===== config.mk =====
export PLATFORM = sky130hd
export DESIGN_NAME = sync_fifo
export DESIGN_NICKNAME = d
export VERILOG_FILES = /design/src/rtl/sync_fifo.sv
export SDC_FILE = /design/constraint.sdc
export NUM_CORES = 1
export LEC_CHECK = 0
export BUFFER_PORTS_ARGS = -buffer_cell sky130_fd_sc_hd__clkbuf_2
export CELL_PAD_IN_SITES_DETAIL_PLACEMENT = 2
export CELL_PAD_IN_SITES_GLOBAL_PLACEMENT = 2
export CORE_ASPECT_RATIO = 1.4
export CORE_UTILIZATION = 43
export DETAILED_ROUTE_END_ITERATION = 16
export GPL_ROUTABILITY_DRIVEN = 0
export PLACE_DENSITY = 0.78
export SLEW_MARGIN = 0
export SYNTH_ARGS = -nofsm -noshare
export SYNTH_HDL_FRONTEND = slang
export SYNTH_SLANG_ARGS = --single-unit

===== constraint.sdc =====
create_clock -name clk_i -period 7.9 [get_ports clk_i]
set_input_delay 1.185 -clock clk_i [delete_from_list [all_inputs] [get_ports clk_i]]
set_output_delay 1.185 -clock clk_i [all_outputs]
set_load 0.01 [all_outputs]

===== src/rtl/sync_fifo.sv =====
// sync_fifo: circular-buffer FIFO with registered occupancy count and
// one-cycle overflow/underflow pulses for rejected pushes and pops.
module sync_fifo #(
    parameter int DATA_WIDTH   = 32,
    parameter int BUFFER_DEPTH = 8
) (
    input  logic                            clk_i,
    input  logic                            rst_i,
    input  logic                            flush_i,
    input  logic                            push_i,
    input  logic [DATA_WIDTH-1:0]           dat_i,
    input  logic                            pop_i,
    output logic [DATA_WIDTH-1:0]           dat_o,
    output logic                            full_o,
    output logic                            empty_o,
    output logic [$clog2(BUFFER_DEPTH):0]   cnt_o,
    output logic                            ovf_o,
    output logic                            udf_o
);
    localparam int AW = $clog2(BUFFER_DEPTH);

    if (BUFFER_DEPTH < 2 || (BUFFER_DEPTH & (BUFFER_DEPTH - 1)) != 0) begin : g_bad_depth
        $error("sync_fifo: BUFFER_DEPTH must be a power of two and at least 2");
    end

    logic [DATA_WIDTH-1:0] mem [BUFFER_DEPTH];
    logic [AW-1:0]         wr_ptr, rd_ptr;
    logic                  do_push, do_pop;

    assign full_o  = cnt_o == (AW + 1)'(BUFFER_DEPTH);
    assign empty_o = cnt_o == '0;
    // a pop frees the slot this cycle, so a full FIFO can still take a push alongside it
    assign do_pop  = pop_i && !empty_o;
    assign do_push = push_i && (!full_o || pop_i);
    assign dat_o   = empty_o ? '0 : mem[rd_ptr];

    always_ff @(posedge clk_i) begin
        if (rst_i || flush_i) begin
            wr_ptr <= '0;
            rd_ptr <= '0;
            cnt_o  <= '0;
            ovf_o  <= 1'b0;
            udf_o  <= 1'b0;
        end else begin
            if (do_push) wr_ptr <= wr_ptr + 1'b1;
            if (do_pop) rd_ptr <= rd_ptr + 1'b1;
            cnt_o <= cnt_o + (AW + 1)'(do_push) - (AW + 1)'(do_pop);
            ovf_o <= push_i && !do_push;
            udf_o <= pop_i && !do_pop;
        end
    end

    always_ff @(posedge clk_i) begin
        if (!rst_i && !flush_i && do_push) mem[wr_ptr] <= dat_i;
    end

    always_ff @(posedge clk_i) begin
        if (!rst_i) assert (!$isunknown({push_i, pop_i, flush_i}))
            else $error("sync_fifo: X on push_i/pop_i/flush_i");
    end
endmodule


== Word-level counts from Yosys, hierarchy flattened ==
Memory sizes are Yosys's and may differ from the RTL's. A register that Yosys moved wholly into a read port is not among the register bits.
Index checks and enable logic that the tools add are counted.

* Register bits: 12
* Memory bits (writable): 256
* Input port bits: 37
* Output and inout port bits: 40
* Word-level logic and storage cells: 31
* Memories: 1

{| class="wikitable"
|+ Memories
! memory !! words !! width !! read ports !! clocked after memory_dff !! wr ports !! line !! source
|-
| mem || 8 || 32 || 1 || 1 || 1 || 26 || <nowiki>logic [DATA_WIDTH-1:0] mem [BUFFER_DEPTH];</nowiki>
|}

* Add/subtract/negate cells: 4
* Equal/unequal tests: 1
* Muxes and demuxes: 5
* Reductions and logical operators: 15

{| class="wikitable"
|+ Operators by type and width
! kind !! count
|-
| 32-bit two-way mux || 1
|-
| 3-bit by 1-bit adder with 3-bit output (second input constant) || 2
|-
| 1-bit logical AND || 6
|-
| 1-bit logical NOT || 6
|-
| 3-bit two-way mux || 2
|-
| 4-bit by 1-bit adder with 4-bit output || 1
|-
| 4-bit == test (second input constant) || 1
|-
| 4-bit logical NOT || 1
|-
| 4-bit by 1-bit subtractor with 4-bit output || 1
|-
| 1-bit logical OR || 2
|-
| 1-bit two-way mux || 2
|}

== Logic depth before layout (Yosys ltp) ==
Gate-level depths: netlist (run 1).

* Word-level depth: 7
* Depth in mapped cells: 12
* Gate-level depth less buffers: 12

== Worst setup path after synthesis (run 1) ==
Ideal clock, no wire load.

* Kind: in2reg
* From: input port flush_i
* To: memory mem[0][0] (enable)
* Setup time: 0.461 ns
* Data arrival time: 4.178 ns
* Data required time: 7.439 ns
* Path slack: 3.261 ns
* Stages on the path: 3
* Buffers on the path: 0
* Cell sequence: or2_2 > or4_1 > nor3_1

* Cells in the longest elaborated chain, start to end: 5

{| class="wikitable"
|+ Ends and longest elaborated chain
! what !! line !! source
|-
| start, declared || 9 || <nowiki>input logic flush_i,</nowiki>
|-
| 1-bit logical NOT || 54 || <nowiki>if (!rst_i && !flush_i && do_push) mem[wr_ptr] <= dat_i;</nowiki>
|-
| 1-bit logical AND (2 in series) || 54 ||
|-
| 1-bit two-way mux || 54 ||
|-
| 1-bit two-way mux (not written as such) || 54 ||
|-
| end, declared || 26 ||
|}

No other way between the ends.

==> results of run 1 <==
## layout make-up
cell class,instances,area (um^2)
Clock buffer,30,687
Clock inverter,16,81.3
Multi-Input combinational cell,158,2250
Inverter,10,37.5
Tap cell,306,383
Sequential cell,271,7990
Antenna cell,1,2.50
Timing Repair Buffer,86,455
Fill cell,2054,11600
## power by group through the flow
stage / sequential [uW] / combinational [uW] / clock (uW)
after global placement: 1620 / 228 / 0
after CTS: 1590 / 243 / 1170
after floorplan: 1620 / 142 / 0
after global routing: 1590 / 256 / 1210
after detailed placement: 1620 / 242 / 0
final: 1590 / 236 / 1140
## critical path, stage by stage, from the launching register on
cell and delay [ns]:
dfxtp_4 0.70, buf_4 0.70, mux4_1 0.66, a22o_1 0.25, clkbuf_2 0.13
## placed cells by master (no fill, tap or decap), types with 3 or more instances in the layout
cell type  synthesis  final
inv_1              9      9
or3_1              3      3
o21ai_0            4      4
mux4_1            12     12
mux4_2            52     52
ha_1               8      8
clkbuf_16          0     27
clkbuf_1           7      3
nor2_1            10      4
dfxtp_1           15     13
a22o_1            30     30
edfxtp_1         256    256
clkinv_2           0      6
a21oi_1            7      7
nand2_1            5      5
clkinv_1           0      7
nor2_4             0      7
clkbuf_2           0     76
buf_4              3     10
## state kept, by name (all words and copies together) (netlist names), named ones only
| register | flops |
|---|---|
| udf_o | 1 |
| mem | 256 |
| rd_ptr | 3 |
| ovf_o | 1 |
| wr_ptr | 3 |
| cnt_o | 4 |
## metal layers
layer / part of all wire [%] / global-route usage [%] / wire (um)
met3: 4.9 / 3.40 / 1180
met5: 0 / 0 / 0
met2: 52 / 35.5 / 12500
met1: 40 / 25.0 / 9590
met4: 2.4 / 6.27 / 571
## worst max-delay path by stage
stage / startpoint / endpoint / slack (ns) / cells after the start
after global routing: flip-flop / dat_o[25] / 3.44 / 4
after global placement: flip-flop / dat_o[27] / 4.23 / 4
after detailed placement: flush_i / mem[2][13] / 4.14 / 4
after floorplan: flush_i / mem[0][0] / 3.26 / 3
after CTS: flip-flop / dat_o[25] / 3.60 / 4
final: flip-flop / dat_o[23] / 3.69 / 4
## per-stage QoR
stage	area [um^2]	setup WS [ns]
after floorplan	10400	3.26
after global placement	11100	4.23
after detailed placement	11100	4.14
after CTS	11900	3.60
after global routing	11900	3.44
final	11900	3.69
## cell families (layout without fill, tap and decap cells)
group / count (synthesis) / count (layout) / synth area share (%)
other: 0 / 1 / 0
and+or+nand+nor: 37 / 37 / 1.96
adders and majority gates: 9 / 9 / 1.16
AOI/OAI and AO/OA: 46 / 46 / 3.47
buffers and inverters: 32 / 142 / 2.02
DFF: 271 / 271 / 76.9
muxes: 65 / 65 / 14.4
xor gates and xnor gates: 1 / 1 / 0.0843
==> metrics.txt, run 1 <==
EDFF count, synth=256; Detail Placement HPWL=14,100 um; depth of the most critical reg-to-reg path=5; die width=between 100 and 150 um; part of the cycle the worst path needs=53.3%; Total Power=2970 uW; PD cells=249 nW/um^2; Least-Margin Pin Slew=between 1 and 1.5 ns; ys async rst share=0%; Vias per Instance=5.69; status=finished clean; origin of the critical flop-to-flop path=cnt_o[2]; total gr overflow=0; combinational share of power=8.0%; CP Launch Type=flip-flop; DR WL/cell=27.1 um; sequential share of the synthesized area=76.9%; hold_buf cts=0; CP arrival=between 3 and 4 ns; IO Port Bufs=76; most frequent cell after synthesis=edfxtp_1; Seq cells post-synth=271; Sink Count=between 200 and 300; Commonest cells post-synth=256 x edfxtp_1, 52 x mux4_2, 30 x a22o_1; # rows=66; Syn-to-layout area delta=14.5%; Avg Inst Size Synth=22.5 um^2; worst r2r dst=mem[2][18]; Synth top area share=74.0%; FMAX=about 240 MHz; Clk Latency, worst-skew pair=roughly 0.53 ns; switch share=22.4%; HP Start=rd_ptr[2]; Num CTS Buffers=26; GRT Total Usage=20.0%; Core Util, Final=50.7%; clock-pin slew on the worst setup and hold paths=0.06 ns; Synth area leaders=edfxtp_1 74%, mux4_2 11%, mux4_1 3.0%, dfxtp_1 2.9%, a22o_1 2.5%; Slew Viols, Final=0; Hold Path Stages=2; Syn Nets=around 500; Hold Crit Class=reg2reg; io pins=77; Lkg Pwr=0.00386 uW; dominant synthesized flop cell=edfxtp_1; largest net degree at the start of global routing=65; antenna viol nets, final=0; core area=about 23,000 um^2; Reg2Reg Setup Slack=around 5.0 ns; min Tclk post-route=4.21 ns; CP max FO=38; Worst EP required=6.71 ns; initial drt markers=about 320; vias in the first global route=5,607; clk_skew=about 0.013 ns; Seq pwr share=53.7%; DR pass1 iterations=4; CTS tree=built; CP endpoint kind=output pin; Post-Layout Cell Count=roughly 880; YS warnings=0; Internal=2300 uW; CTS resizes=0; H-tree depth=1; Die Height=~190 um; Slew Limit Headroom=21.0%; fin nets=599; Initial Utilization=roughly 44%; post-CTS setup buffer count=0; Netlist cell types=38; Max clock buf depth=3; Hold Vio Cnt, Final=0; Post-route DRC=0; Netlist Area Pre-Place=10,400 um^2; layout cells sized above 1=33.6%; placed cell count=831; Root Buffer=clkbuf_16; clock share of power=38.3%; Yosys top cell by area=edfxtp_1; maximum vdd drop=~160 uV; RSZ-0062 raised after global routing=false; final wirelength=23,800 um; die footprint=24,800 um^2; total number of vias=4,997; max-cap check violation count=0; Final Setup Violations=0; initial antenna violation count=1; switching pwr=666 uW; WS Path Type=reg2out; WHS Endpoint=rd_ptr[2]; first-pass GRT wire length=around 36,000 um; hold slack=0.537 ns; TNS Setup=0 ns; Cells after Synth=461
No activity file was read; power rests on OpenSTA's default activity.
==> run 2: changes to the inputs <==
- clock period: 7.9 -> 4.1 ns (I/O delays scaled with it)
==> run 2 against run 1 <==
  * Flip-flop and latch count unchanged
  * Cell area grew 0.88%
  * Power up 98%
  * Critical path depth up 4
  * Via count grew 0.56%
  * Die area did not move
  * Core utilization is 0.45 points higher
  * Clock power increased by 100%
  * Global-route usage is 0.64 points higher
  * Register-to-register slack worse by 3.7 ns
  * First-iteration DRC count decreased by 3.4%
==> metrics.txt, run 2 (same netlist as run 1, synthesis figures left out) <==
status=finished clean; Largest register FFs=~260; Least-Margin Pin Slew=0.837 ns; fin nets=604; Vias per Instance=5.69; Slew Viols, Final=0; switch share=22.4%; die width=133 um; TNS Setup=0 ns; Worst EP required=3.48 ns; Hold Vio Cnt, Final=0; io pins=77; area occupied by multi-input gates=2250 um^2; Total Power=5870 uW; Num CTS Buffers=27; CP endpoint kind=output pin; Internal=roughly 4600 uW; Biggest register=mem; Sink Count=271; commonest non-fill, non-tap cell in the layout=edfxtp_1; Reg2Reg Setup Slack=1.26 ns; GRT Total Usage=20.6%; Slew Limit Headroom=between 40% and 50%; placed cell areas=11,200 um^2; die footprint=24,800 um^2; FMAX=around 290 MHz; IO Port Bufs=76; core area=23,500 um^2; Root Buffer=clkbuf_16; Post-route DRC=0; final wirelength=around 24,000 um; total number of vias=5,025; DR pass1 iterations=4; depth of the most critical reg-to-reg path=6; filler cell count=~2,100; maximum vdd drop=374 uV; antenna viol nets, final=0; combinational share of power=7.9%; cell area after layout=~12,000 um^2; clock share of power=39.7%; Hold Path Stages=1; part of the cycle the worst path needs=83.0%; Initial Utilization=between 40 and 50%; initial antenna violation count=2; Core Util, Final=51.1%; Lkg Pwr=0.00391 uW; # rows=66; clk_skew=0.0149 ns; min Tclk post-route=3.40 ns; worst r2r dst=mem[4][14]; most frequent cells in the layout=256 x edfxtp_1, 76 x clkbuf_2, 52 x mux4_2; Max clock buf depth=3; initial drt markers=312; Final Setup Violations=0; CTS resizes=0; Syn-to-layout area delta=15.5%; hold_buf cts=0; origin of the critical flop-to-flop path=cnt_o[2]; clock-pin slew on the worst setup and hold paths=0.06 ns; Die Height=~190 um; RSZ-0062 raised after global routing=false; Largest regs=mem (256), cnt_o (4); PD cells=between 400 and 500 nW/um^2; vias in the first global route=5,677; total gr overflow=0; WS Path Type=reg2out; Post-Layout Cell Count=a little under 900; Detail Placement HPWL=14,900 um; first-pass GRT wire length=roughly 37,000 um; Clk Latency, worst-skew pair=roughly 0.53 ns; largest net degree at the start of global routing=36; Seq pwr share=52.4%; placed cell count=835; Hold Crit Class=in2reg; CP max FO=17; H-tree depth=1; CP Launch Type=flip-flop; WHS Endpoint=mem[6][0]; max-cap check violation count=0; switching pwr=1310 uW; DR WL/cell=27.7 um; post-CTS setup buffer count=0; FF/Latch Area=7990 um^2; CTS tree=built; layout cells sized above 1=34.9%; CP arrival=2.79 ns; HP Start=dat_i[0]
## run 2: final cells by class
class	count	share of cell area [%]
multi-input cells	158	18.8
clock buffers	31	6.01
diodes	1	0.0209
inverters	10	0.313
well taps	306	3.19
clock inverters	16	0.918
flip-flops and latches	271	66.6
repair buffers	90	4.15
## run 2: power groups by stage
stage               Clock [uW]  Combinational [uW]  Sequential, uW
floorplan                    0                 274            3120
global placement             0                 444            3130
detailed placement           0                 470            3140
CTS                       2390                 473            3080
global route              2470                 502            3080
finish                    2330                 464            3070
## run 2: metal layers
metal / vias up / routed length [um] / GRT usage [%]
met1: 2734 / 9770 / 25.5
li1: 2144 / - / -
met4: 0 / 470 / 4.95
met2: 112 / 13300 / 38.0
met5: - / 0 / 0
met3: 35 / 911 / 3.08
## run 2: how the worst max path moves through the flow
stage / from / endpoint / slack, ns / depth (start not counted)
global route: cnt_o[2] / dat_o[29] / 0.57 / 8
finish: cnt_o[2] / dat_o[29] / 0.70 / 8
CTS: cnt_o[2] / dat_o[29] / 0.64 / 8
detailed placement: flush_i / mem[4][24] / 1.01 / 5
global placement: flush_i / mem[4][24] / 1.15 / 5
floorplan: flush_i / mem[0][0] / 0.03 / 3
## run 2: critical path, stage by stage (launching register included)
cell and delay [ns]:
dfxtp_1 0.34, inv_1 0.09, ha_1 0.20, or3b_4 0.26, inv_2 0.08, nor2_4 0.47, buf_4 0.40, a22o_1 0.23
clkbuf_2 0.15
## run 2: stage by stage
stage / setup WS, ns / hold slack (ns)
CTS: 0.636 / 0.362
floorplan: 0.0309 / 0.453
finish: 0.699 / 0.377
detailed placement: 1.01 / 0.500
global placement: 1.15 / 0.469
global route: 0.566 / 0.372
